==> src/rtl/maxnet_host_ctrl.sv <==
// ============================================================================
// Module   : maxnet_host_ctrl
// Brief    : Host-side initiator for the Maxnet core. Loads eps/a1..a4 from a
//            serial word stream, pulses start, waits for finish, returns the
//            result on a valid/ready port. Optional watchdog: MAXNET_TIMEOUT_EN.
// Revision : 1.0
// ============================================================================
`default_nettype none

module maxnet_host_ctrl #(
    parameter int TIMEOUT_CYCLES = 256
) (
    input  logic        clk,
    input  logic        rst,
    input  logic        in_valid,
    output logic        in_ready,
    input  logic [31:0] in_data,
    output logic        mx_start,
    output logic [31:0] mx_eps,
    output logic [31:0] mx_a1,
    output logic [31:0] mx_a2,
    output logic [31:0] mx_a3,
    output logic [31:0] mx_a4,
    input  logic        mx_finish,
    input  logic        mx_overflow,
    input  logic [31:0] mx_out,
    output logic        res_valid,
    input  logic        res_ready,
    output logic [31:0] res_data,
    output logic        res_overflow,
    output logic        res_timeout,
    output logic        busy
);

    typedef enum logic [1:0] {
        S_LOAD  = 2'd0,
        S_START = 2'd1,
        S_WAIT  = 2'd2,
        S_RESP  = 2'd3
    } state_t;

    state_t      r_state;
    logic [2:0]  r_idx;
    logic        r_in_ready;
    logic        r_start;
    logic        r_busy;
    logic [31:0] r_eps;
    logic [31:0] r_a1;
    logic [31:0] r_a2;
    logic [31:0] r_a3;
    logic [31:0] r_a4;
    logic        r_res_valid;
    logic [31:0] r_res_data;
    logic        r_res_overflow;
    logic        r_res_timeout;

    logic        w_accept;

    if (TIMEOUT_CYCLES < 1) begin : g_bad_timeout
        $error("TIMEOUT_CYCLES must be at least 1");
    end

    assign w_accept = (r_state == S_LOAD) && r_in_ready && in_valid;

`ifdef MAXNET_TIMEOUT_EN
    localparam int c_WD_W = $clog2(TIMEOUT_CYCLES + 1);

    logic [c_WD_W-1:0] r_wd;
    logic [c_WD_W-1:0] w_wd_next;
    logic              w_wd_expire;

    assign w_wd_next   = r_wd + 1'b1;
    assign w_wd_expire = (w_wd_next == c_WD_W'(TIMEOUT_CYCLES));
`endif

    always_ff @(posedge clk or posedge rst) begin
        if (rst) begin
            r_state        <= S_LOAD;
            r_idx          <= 3'd0;
            r_in_ready     <= 1'b0;
            r_start        <= 1'b0;
            r_busy         <= 1'b0;
            r_eps          <= 32'h0;
            r_a1           <= 32'h0;
            r_a2           <= 32'h0;
            r_a3           <= 32'h0;
            r_a4           <= 32'h0;
            r_res_valid    <= 1'b0;
            r_res_data     <= 32'h0;
            r_res_overflow <= 1'b0;
            r_res_timeout  <= 1'b0;
`ifdef MAXNET_TIMEOUT_EN
            r_wd           <= '0;
`endif
        end else begin
            case (r_state)
                S_LOAD: begin
                    r_in_ready <= 1'b1;
                    if (w_accept) begin
                        case (r_idx)
                            3'd0:    r_eps <= in_data;
                            3'd1:    r_a1  <= in_data;
                            3'd2:    r_a2  <= in_data;
                            3'd3:    r_a3  <= in_data;
                            default: r_a4  <= in_data;
                        endcase
                        if (r_idx == 3'd4) begin
                            r_idx      <= 3'd0;
                            r_state    <= S_START;
                            r_start    <= 1'b1;
                            r_in_ready <= 1'b0;
                            r_busy     <= 1'b1;
                        end else begin
                            r_idx <= r_idx + 3'd1;
                        end
                    end
                end

                // Finish is deliberately not looked at here so a level left
                // over from the previous run cannot complete this one.
                S_START: begin
                    r_start <= 1'b0;
                    r_state <= S_WAIT;
`ifdef MAXNET_TIMEOUT_EN
                    r_wd    <= '0;
`endif
                end

                S_WAIT: begin
                    if (mx_finish) begin
                        r_res_data     <= mx_out;
                        r_res_overflow <= mx_overflow;
                        r_res_timeout  <= 1'b0;
                        r_res_valid    <= 1'b1;
                        r_state        <= S_RESP;
`ifdef MAXNET_TIMEOUT_EN
                    end else if (w_wd_expire) begin
                        r_res_data     <= 32'h0;
                        r_res_overflow <= 1'b0;
                        r_res_timeout  <= 1'b1;
                        r_res_valid    <= 1'b1;
                        r_state        <= S_RESP;
                    end else begin
                        r_wd <= w_wd_next;
`endif
                    end
                end

                S_RESP: begin
                    if (res_ready) begin
                        r_res_valid <= 1'b0;
                        r_in_ready  <= 1'b1;
                        r_busy      <= 1'b0;
                        r_state     <= S_LOAD;
                    end
                end

                default: r_state <= S_LOAD;
            endcase
        end
    end

    assign in_ready     = r_in_ready;
    assign mx_start     = r_start;
    assign busy         = r_busy;
    assign mx_eps       = r_eps;
    assign mx_a1        = r_a1;
    assign mx_a2        = r_a2;
    assign mx_a3        = r_a3;
    assign mx_a4        = r_a4;
    assign res_valid    = r_res_valid;
    assign res_data     = r_res_data;
    assign res_overflow = r_res_overflow;
    assign res_timeout  = r_res_timeout;

endmodule

`default_nettype wire

==> config.mk <==
export PLATFORM = sky130hd
export DESIGN_NAME = maxnet_host_ctrl
export DESIGN_NICKNAME = d
export VERILOG_FILES = /design/src/rtl/maxnet_host_ctrl.sv
export SDC_FILE = /design/constraint.sdc
export NUM_CORES = 1
export LEC_CHECK = 0
export ABC_CLOCK_PERIOD_IN_PS = 6600
export BUFFER_PORTS_ARGS = -buffer_cell sky130_fd_sc_hd__buf_2
export CAP_MARGIN = 20
export CELL_PAD_IN_SITES_DETAIL_PLACEMENT = 0
export CELL_PAD_IN_SITES_GLOBAL_PLACEMENT = 2
export CORE_MARGIN = 2
export CORE_UTILIZATION = 34
export CTS_CLUSTER_DIAMETER = 200
export DETAILED_ROUTE_END_ITERATION = 10
export PLACE_DENSITY_LB_ADDON = 0.3
export REMOVE_ABC_BUFFERS = 1
export SETUP_SLACK_MARGIN = 0.15
export SKIP_LAST_GASP = 1
export SYNTH_ARGS = -nofsm -noshare
export SYNTH_HDL_FRONTEND = slang
export SYNTH_SLANG_ARGS = --single-unit
==> constraint.sdc <==
create_clock -name clk -period 6.6 [get_ports clk]
set_clock_uncertainty 0.15 [all_clocks]
set_input_delay 0 -clock clk [delete_from_list [all_inputs] [get_ports clk]]
set_output_delay 0 -clock clk [all_outputs]
set_load 0.02 [all_outputs]
-- Word-level counts from Yosys, hierarchy flattened
Cells that the tools add are included.
- flip-flop bits (word level): 202
- output and inout bits: 198
- input bits: 70
- mux-type cells: 17
- bitwise operators: 1
- equal/unequal tests: 11
- reductions and logical operators: 20
- add/sub/neg operators: 1
- operators with widths (kind ; count):
    AND reduction 3 bit ; 7
    two-way mux 2 bit ; 4
    one-hot mux 1 bit (2 select lines) ; 4
    one-hot mux 2 bit (4 select lines) ; 1
    AND reduction 4 bit ; 2
    two-way mux 1 bit ; 7
    equality test 3 x 2 -> 1 bit (second input constant) ; 2
    != test 2 bit (second input constant) ; 3
    AND reduction 2 bit ; 3
    nonzero test 2 bit ; 3
    equality test 2 bit (second input constant) ; 2
    OR reduction 4 bit ; 1
    adder 3 x 1 -> 3 bit (second input constant) ; 1
    equality test 3 x 1 -> 1 bit (second input constant) ; 1
    equality test 3 bit (second input constant) ; 1
    logical NOT 3 bit ; 1
    two-way mux 3 bit ; 1
    equality test 2 x 1 -> 1 bit (second input constant) ; 1
    logical AND 1 bit ; 2
    logical NOT 2 bit ; 1
    != test 2 x 1 -> 1 bit (second input constant) ; 1
    inverter 1 bit ; 1

-- Longest topological paths before layout
Gate-level depths: netlist (run 1).
- word-level depth: 5
- gate-level depth with buffers: 7
- depth with buffers taken out: 5

-- Worst setup path before layout (run 1)
Ideal clock, no wire load.
- kind: reg2reg
- start: reg r_state[0]
- end: reg r_a1[20], in the netlist mx_a1[20]
- arrival time: 1.748 ns
- setup time: 0.125 ns
- slack: 4.578 ns
- period minus slack after synthesis: 2.022 ns
- cell stages (with the launch flop): 8
- buffers on the path: 2
- cell sequence: dfrtp_1 inv_1 ha_1 buf_4 nand3_4 nor3b_4 buf_4 mux2_2
- longest elaborated chain between the ends: 4
- ends and longest elaborated chain (item ; RTL line ; RTL):
    start: declaration ; 42 ; state_t r_state;
    start signal: assignment ; 78 ; r_state <= S_LOAD;
    start signal: assignment ; 109 ; r_state <= S_START;
    start signal: assignment ; 123 ; r_state <= S_WAIT;
    logical NOT 2 bit (*) ; 63, 96 ;
    logical AND 1 bit (2 in series) ; 63 ; assign w_accept = (r_state == S_LOAD) && r_in_ready && in_valid;
    AND reduction 3 bit (no line) (*) ; - ;
    end signal: assignment ; 102 ; 3'd1: r_a1 <= in_data;
    end: declaration ; 48 ; logic [31:0] r_a1;
Mark *: on every way between the ends. The rest lies on a longest branch, timed or not.
A chain may end at the register's enable or synchronous reset.

-- Worst setup path in the final report (run 1)
- start: reg r_state[0]
- end: reg r_a4[8], in the netlist mx_a4[8]
- longest elaborated chain between the ends: 4
- ends and longest elaborated chain (item ; RTL line ; RTL):
    logical NOT 2 bit (*) ; 63, 96 ;
    logical AND 1 bit (2 in series) ; 63 ;
    AND reduction 3 bit (no line) (*) ; - ;
    end signal: assignment ; 105 ; default: r_a4 <= in_data;
    end: declaration ; 51 ; logic [31:0] r_a4;
Marked as above.

==> results.txt, run 1 <==
status - completed
Max H-tree Level - 1
Critical Path Sink - mx_a4[8]$_DFFE_PP0P_
Root Buffer - clkbuf_16
max-slew violations - 0
Inst Count DP - 1007
top post-synthesis cells by count - dfrtp_1, mux2_2, buf_2
Reg clk slew, reported paths - 0.06 ns
Mapped Area - 7770 um2
worst-skew pair later-pin latency - 0.50 ns
crit-path leading delay family - simple AND/OR/NAND/NOR gates
Avg Cell Area, Syn - 16.5 um2
RSZ-0062 raised after global routing - false
Initial DRC Count - 144
Yosys cell types - 29
share of post-route cells with drive strength above 1 - 60.8%
Routed WL per cell - 17.8 um
Seq cells post-synth - 202
GRT Total Usage - 16.5%
Post-synth top flop - dfrtp_1
Worst setup SP type - register
worst path bufs/invs - 2
post-detail-place hpwl - 13.5 mm
number of buffers added on ports - 266
Post-CTS Setup Repair Bufs - 0
final RePlAce weighted congestion - 0.737
EDFF count, synth - 0
Yosys top cell area share - 65.1%
Hold Fails Final Rpt - 0
Stages on worst setup path - 5
period utilisation layout - 43.0%
total gr overflow - 0
Tmin final - 2.84 ns
Syn Inst Count - 472
via count - 5199
Crit Path Max Fanout - 22
fin cells - 1120
DR vias/cell - 4.64
diodes inserted - 0
cell taking the most area after synthesis - dfrtp_1
worst slew pin tran - 1.01 ns
FF-to-FF End - mx_a4[8]$_DFFE_PP0P_
combinational power share - 37.9%
vias in the first global route - 5688
Resized cells post-CTS - 0
TNS Setup - 0 ns
Pleak - 5.69 nW
sequential-to-total area share from yosys stat - 65.1%
endpoint class of the critical path - register
cell depth of the worst flop-to-flop path - 5
Yosys warnings - 0
top cells by area, synth - dfrtp_1, mux2_2, ha_1
switch share - 36.2%
largest net degree at the start of global routing - 126
setup slack after layout - 3.76 ns
CTS tree - built
clock share of power - 24.9%
worst setup path start - r_state[0]$_DFFE_PP0P_
Initial Util - 34.5%
Clock Path Buffers - 3
die area - 24100 um2
worst path cell trace - inv_1, ha_1, nand4_1, buf_4, mux2_2
worst min-delay path class - in2async
FF-to-FF Start - r_state[0]$_DFFE_PP0P_
die height - 155 um
DR DRC count - 0
MaxCap Viol Count - 0
Sequential Power Share - 37.2%
P_sw - 1.99 mW
worst path arrival time - 3.06 ns
Core Area - 22500 um2
Critical-path top delay cell - nand4_1
Pwr Density - 503 nW/um2
Cell Area, Placed - 9380 um2
initial antenna violation count - 0
P_int - 3.50 mW
clock sinks - 202
total I/O pin count - 268
slew margin rel. - 32.1%
global-route wire length before repair - 31.6 mm
CTS Buf Count - 24
Nets - 897
Req. time, crit path - 6.82 ns
Post-synth ARST share - 100%
final wirelength - 19.9 mm
critical path class - reg2reg
Max Clock Freq - 353 MHz
Final setup viols - 0
post-route cell area - 10900 um2
ANT nets after route - 0
maximum vdd drop - 0.000255 V
R2R setup slack - 3.76 ns
Rows - 55
number of detailed-route iterations in the first pass - 4
fill count - 1931
delay of the slowest critical-path stage - 0.74 ns
worst slack, placed - 3.71 ns
Area growth syn-to-layout - 40.5%
Die X-Extent - 155 um
CTS Hold Bufs - 69
cell with the most instances after synthesis - dfrtp_1
## layout make-up
cell class / count / area (um2) / share of cell area, %
flip-flops and latches: 202 / 5050 / 46.3
multi-input cells: 240 / 2550 / 23.4
repair buffers: 340 / 2060 / 18.9
clock buffers: 33 / 706 / 6.46
well taps: 285 / 357 / 3.27
clock inverters: 11 / 143 / 1.31
inverters: 9 / 41.3 / 0.378
## layout by cell type (no fill, tap or decap), drive strengths merged, types with 2 or more instances in the layout
cell	count
nand2	8
clkinv	5
a21o	2
o311ai	2
dlygate4sd3	69
clkbuf	33
a21oi	2
mux2	194
dfrtp	202
bufinv	3
nor3b	3
clkinvlp	2
o21ai	4
nand4	3
buf	271
inv	10
ha	10
nand3	3
## cells by family after synthesis
kind of cell	after synthesis	synth area share (%)
and+or+nand+nor	21	1.84
DFF	202	65.1
buffers and inverters	30	2.05
adders and majority gates	10	1.61
muxes	195	28.2
other	1	0.0483
AOI/OAI and AO/OA	13	1.14
## sequential cells by signal, indices dropped and copies added, names as in the netlist, 2 cells and up
| name | count |
|---|---|
| mx_a3 | 32 |
| mx_a1 | 32 |
| r_idx | 3 |
| mx_a4 | 32 |
| mx_a2 | 32 |
| mx_eps | 32 |
| res_data | 32 |
| r_state | 2 |
## worst register-to-register path, delay by kind of cell (launching register included)
family                     cells  cell delay [ns]
DFF                            1             0.41
and+or+nand+nor                1             0.74
muxes                          1             0.33
buffers and inverters          2             0.67
adders and majority gates      1             0.40
## worst min-delay path by stage
stage	startpoint	endpoint	depth (start not counted)
after floorplan	in_data[28]	mx_a2[28]$_DFFE_PP0P_	1
after global placement	rst	res_data[1]$_DFFE_PP0P_	2
after detailed placement	rst	res_data[12]$_DFFE_PP0P_	2
after CTS	mx_out[14]	res_data[14]$_DFFE_PP0P_	3
after global routing	mx_out[18]	res_data[18]$_DFFE_PP0P_	3
final	rst	res_data[12]$_DFFE_PP0P_	3
## per-layer routing
layer | share of wire, % | GRT usage, % | vias to the layer above
li1 | - | - | 2363
met2 | 47 | 27.9 | 215
met3 | 8.0 | 4.90 | 31
met1 | 43 | 21.0 | 2590
met4 | 1.8 | 4.06 | 0
met5 | 0 | 0 | -
## through the flow
step | hold slack (ns) | power, mW | utilization (%)
floorplan | -0.0183 | 3.34 | -
global route | 0.0922 | 5.82 | 48.5
CTS | 0.0816 | 5.57 | 48.5
finish | 0.00682 | 5.49 | 48.5
global placement | 0.0704 | 4.08 | 41.7
detailed placement | 0.0810 | 4.14 | 41.7
## power groups by stage
stage                     logic, mW  registers [mW]  clock network (mW)
after floorplan               0.670            2.67                   0
after global placement         2.04            2.04                   0
after detailed placement       2.08            2.06                   0
after CTS                      2.11            2.05                1.41
after global routing           2.23            2.12                1.47
final                          2.08            2.04                1.37
(Power assumes the default switching activity.)
==> run 2, diff against run 1 <==
- ABC_CLOCK_PERIOD_IN_PS: 6600 -> 2600
- CORE_UTILIZATION: 34 -> 30
- clock period: 6.6 -> 2.6 ns (I/O delays scaled with it)
==> results.txt, run 2 (synthesis gave the netlist of run 1 again) <==
final wirelength - 20.1 mm (+0.60%)
CTS Buf Count - 24 (unchanged)
number of detailed-route iterations in the first pass - 4 (unchanged)
Nets - 905 (+0.89%)
ANT nets after route - 0 (unchanged)
Clock Path Buffers - 3 (unchanged)
Die X-Extent - 165 um (+6.3%)
Initial Util - 30.7% (-3.8 points)
Max H-tree Level - 1 (unchanged)
GRT Total Usage - 14.4% (-2.1 points)
Final setup viols - 0 (unchanged)
die area - 27200 um2 (+13%)
DR DRC count - 0 (unchanged)
delay of the slowest critical-path stage - 0.41 ns (-0.33 ns)
worst slew pin tran - 0.683 ns (-0.331 ns)
final RePlAce weighted congestion - 0.713 (-3.2%)
Root Buffer - clkbuf_16
Initial DRC Count - 210 (+46%)
post-route cell area - 11000 um2 (+1.2%)
number of buffers added on ports - 266 (unchanged)
Storage cell area - 5050 um2 (unchanged)
via count - 5209 (+0.19%)
critical path class - reg2reg
FF-to-FF Start - r_state[0]$_DFFE_PP0P_
Hold Fails Final Rpt - 4 (+4)
multi-input logic area - 2550 um2 (unchanged)
Max Clock Freq - 472 MHz (+34%)
worst path cell trace - inv_1, ha_1, nand3_4, nor3b_4, buf_4, mux2_2
Crit Path Max Fanout - 20 (-9.1%)
status - complete, but fails checks
global-route wire length before repair - 30.8 mm (-2.4%)
worst min-delay path class - in2async
Req. time, crit path - 2.83 ns (-3.99 ns)
CTS tree - built
total I/O pin count - 268 (unchanged)
MaxCap Viol Count - 0 (unchanged)
Routed WL per cell - 17.1 um (-3.9%)
fill count - 2296 (+19%)
Cell Area, Placed - 9530 um2 (+1.6%)
cell depth of the worst flop-to-flop path - 6 (+1)
Worst setup SP type - register
post-detail-place hpwl - 14.2 mm (+4.5%)
most frequent cells in the layout - buf_2, dfrtp_1, mux2_2
Core Area - 25300 um2 (+13%)
period utilisation layout - 81.5% (+39 points)
slew margin rel. - 54.4% (+22 points)
initial antenna violation count - 0 (unchanged)
Area growth syn-to-layout - 42.1%
worst path arrival time - 2.35 ns (-0.71 ns)
worst setup path start - r_state[0]$_DFFE_PP0P_
maximum vdd drop - 0.000600 V (+140%)
FF-to-FF End - mx_a1[2]$_DFFE_PP0P_
total gr overflow - 0 (unchanged)
Critical Path Sink - mx_a1[2]$_DFFE_PP0P_
Pleak - 5.73 nW (+0.69%)
clock sinks - 202 (unchanged)
die height - 165 um (+6.3%)
Hold WS - -0.00316 ns (-0.00998 ns)
Critical-path top delay cell - dfrtp_1
share of post-route cells with drive strength above 1 - 60.8% (about the same)
max-slew violations - 0 (unchanged)
worst-skew pair later-pin latency - 0.50 ns (about the same)
Rows - 58 (+5.5%)
RSZ-0062 raised after global routing - false
Post-CTS Setup Repair Bufs - 0 (unchanged)
Tmin final - 2.12 ns (-0.716 ns)
R2R setup slack - 0.48 ns (-3.28 ns)
vias in the first global route - 5679 (-0.16%)
largest net degree at the start of global routing - 96 (-24%)
commonest non-fill, non-tap cell in the layout - buf_2
endpoint class of the critical path - register
DR vias/cell - 4.44 (-4.3%)
Reg clk slew, reported paths - 0.06 ns (about the same)
diodes inserted - 0 (unchanged)
Pwr Density - 1260 nW/um2 (+150%)
failing checks - negative hold slack
[run 2: stage by stage]
stage	std cells	setup slack, ns	total power [mW]	utilization, %	setup TNS, ns
after global routing	1172	0.331	14.7	43.6	0
after detailed placement	1060	0.458	10.6	37.6	0
final	1172	0.480	13.9	43.6	0
after floorplan	451	-3.06	8.48	-	-624.31
after global placement	1060	0.532	10.4	37.6	0
after CTS	1172	0.448	14.1	43.6	0
[run 2: final cells by class]
cell class,count,area share (%)
clock buffer,38,6.74
multi-input combinational,240,23.1
tap,330,3.74
sequential,202,45.8
inverter,9,0.374
clock inverter,5,0.702
timing repair buffer,348,19.5
[run 2: worst min-delay path by stage]
stage | cells past startpoint | slack, ns | endpoint | startpoint
floorplan | 1 | -0.02 | mx_a2[28]$_DFFE_PP0P_ | in_data[28]
global placement | 2 | -0.004 | res_data[26]$_DFFE_PP0P_ | rst
detailed placement | 2 | 0.01 | res_overflow$_DFFE_PP0P_ | rst
CTS | 3 | 0.01 | res_data[6]$_DFFE_PP0P_ | rst
global route | 3 | 0.06 | res_data[6]$_DFFE_PP0P_ | rst
finish | 3 | -0.003 | res_data[6]$_DFFE_PP0P_ | rst
[run 2: critical path, delay by kind of cell (launching register included)]
kind,cells,cell delay [ns]
mux,1,0.38
fa+ha+maj,1,0.24
buf+inv,2,0.44
flops,1,0.41
simple gates,2,0.36
[run 2: power by group]
group	internal (mW)	switching, mW
Combinational	2.23	3.09
Clock	2.15	1.23
Sequential	4.48	0.713
[run 2: layer usage]
layer  vias to the layer above  share of wire (%)  global-route usage, %
met5                         -                  0                      0
met1                      2592                 42                   17.8
li1                       2386                  -                      -
met4                         0                1.2                   3.16
met3                        17                 10                   5.20
met2                       214                 47                   24.4
[run 2: what timing repair did]
item                                   4_1_cts  5_1_grt
resized for setup                            0        0
hold buffers                                69        0
endpoints found under the hold margin      342        0
==> run 3, diff against run 2 <==
- ABC_CLOCK_PERIOD_IN_PS: 2600 -> 1870
- clock period: 2.6 -> 1.87 ns (I/O delays scaled with it)
==> results.txt, run 3 (synthesis gave the netlist of run 1 again) <==
initial antenna violation count - 0 (unchanged)
final wirelength - 22.6 mm (+13%)
Worst setup SP type - register
Req. time, crit path - 2.11 ns (-0.72 ns)
via count - 5542 (+6.4%)
fin cells - 1217 (+3.8%)
Rows - 58 (unchanged)
fill count - 2255 (-1.8%)
slew margin rel. - 54.6% (+0.17 points)
TNS Setup - 0 ns (unchanged)
vias in the first global route - 5852 (+3.0%)
max-slew violations - 0 (unchanged)
crit-path most repeated cell - ha_4
worst slew pin tran - 0.681 ns (-0.00254 ns)
period utilisation layout - 99.8% (+18 points)
maximum vdd drop - 0.000851 V (+42%)
share of post-route cells with drive strength above 1 - 64.8% (+4.0 points)
Nets - 951 (+5.1%)
FF-to-FF End - mx_a3[17]$_DFFE_PP0P_
total I/O pin count - 268 (unchanged)
Area growth syn-to-layout - 54.7%
worst path arrival time - 2.11 ns (-0.24 ns)
GRT Total Usage - 15.9% (+1.5 points)
endpoint class of the critical path - register
worst min-delay path class - in2async
RSZ-0062 raised after global routing - true
Root Buffer - clkbuf_16
Die X-Extent - 165 um (unchanged)
status - complete, but fails checks
Max Clock Freq - 536 MHz (+14%)
Hold WS - -0.0140 ns (-0.0109 ns)
number of buffers added on ports - 266 (unchanged)
DR vias/cell - 4.55 (+2.5%)
Pleak - 6.25 nW (+9.1%)
critical path class - reg2reg
Initial Util - 30.7% (unchanged)
Clock Path Buffers - 3 (unchanged)
largest net degree at the start of global routing - 87 (-9.4%)
Tmin final - 1.87 ns (-0.255 ns)
Pwr Density - 1690 nW/um2 (+34%)
post-detail-place hpwl - 14.6 mm (+2.8%)
final RePlAce weighted congestion - 0.723 (+1.4%)
Crit Path Max Fanout - 5 (-75%)
delay of the slowest critical-path stage - 0.44 ns (+0.03 ns)
Max H-tree Level - 1 (unchanged)
worst-skew pair later-pin latency - 0.50 ns (about the same)
Hold Fails Final Rpt - 13 (+9)
global-route wire length before repair - 33.2 mm (+7.7%)
most frequent cells in the layout - buf_2, dfrtp_1, mux2_2
CTS Buf Count - 24 (unchanged)
Inst Count DP - 1078 (+1.7%)
Core Area - 25300 um2 (unchanged)
commonest non-fill, non-tap cell in the layout - buf_2
ANT nets after route - 0 (unchanged)
cell depth of the worst flop-to-flop path - 7 (+1)
Final setup viols - 0 (unchanged)
worst path cell trace - ha_4, ha_4, nand4_1, buf_6, buf_12, buf_16, mux2_2
Critical-path top delay cell - dfrtp_2
CTS tree - built
clock sinks - 202 (unchanged)
failing checks - negative hold slack
Final Total Pwr - 20.3 mW (+46%)
FF-to-FF Start - r_idx[1]$_DFFE_PP0P_
MaxCap Viol Count - 0 (unchanged)
diodes inserted - 0 (unchanged)
total gr overflow - 0 (unchanged)
die area - 27200 um2 (unchanged)
Routed WL per cell - 18.5 um (+8.4%)
DR DRC count - 0 (unchanged)
Initial DRC Count - 241 (+15%)
Reg clk slew, reported paths - 0.06 ns (about the same)
die height - 165 um (unchanged)
R2R setup slack - 0.005 ns (-0.48 ns)
number of detailed-route iterations in the first pass - 4 (unchanged)
run 3: cell types whose count changed in the layout (fill, tap and decap cells not counted), sizes merged:
cell / delta
clkinv: +3
clkinvlp: -1
buf: +41
bufinv: -1
clkbuf: +3
run 3: per-layer routing:
metal	global-route usage [%]	part of all wire, %	up-vias
li1	-	-	2484
met1	20.3	42	2802
met2	27.1	49	223
met3	3.94	7.3	33
met4	3.79	1.8	0
met5	0	0	-
run 3: how the worst max path moves through the flow:
stage,to,startpoint,depth (start not counted),slack (ns)
5_1_grt,mx_a1[10]$_DFFE_PP0P_,r_state[0]$_DFFE_PP0P_,7,-0.04
3_5_place_dp,mx_a1[3]$_DFFE_PP0P_,r_state[0]$_DFFE_PP0P_,6,-0.07
3_3_place_gp,mx_a1[22]$_DFFE_PP0P_,r_state[0]$_DFFE_PP0P_,6,-0.03
4_1_cts,mx_a1[10]$_DFFE_PP0P_,r_state[0]$_DFFE_PP0P_,7,0.03
2_1_floorplan,busy$_DFFE_PP0P_,rst,1,-3.79
6_report,mx_a3[17]$_DFFE_PP0P_,r_idx[1]$_DFFE_PP0P_,7,0.005
run 3: repair_timing:
action	4_1_cts	5_1_grt
resized for setup	49	30
pin swaps	3	8
cloned	7	5
hold endpoints to repair	404	0
hold buffers	69	0
setup buffers	11	5
endpoints found under the setup margin	194	180
run 3: per-stage QoR:
step	hold WS (ns)	setup WS [ns]	utilization, %	instance area (um2)
finish	-0.0140	0.00464	47.4	12000
global route	0.0368	-0.0378	47.4	12000
CTS	0.0183	0.0349	46.2	11700
detailed placement	0.0158	-0.0668	38.7	9790
global placement	0.00170	-0.0269	38.7	9790
floorplan	-0.0183	-3.79	-	7640
run 3: cell type report:
class	instances	area (um2)	share of cell area [%]
well taps	330	413	3.44
repair buffers	394	2940	24.5
flip-flops and latches	202	5060	42.1
clock buffers	36	737	6.13
inverters	9	41.3	0.344
multi-input cells	240	2770	23.0
clock inverters	6	58.8	0.489
run 3: critical path, delay by kind of cell, from the launching register on:
kind          cells  cell delay (ns)
simple gates      1             0.10
buf+inv           3             0.39
mux               1             0.33
fa+ha+maj         2             0.33
flops             1             0.44
run 3: power breakdown:
part           switching, mW  internal, mW
Sequential              1.02          6.24
Combinational           4.59          3.87
Clock                   1.76          2.84
Total                   7.37          13.0
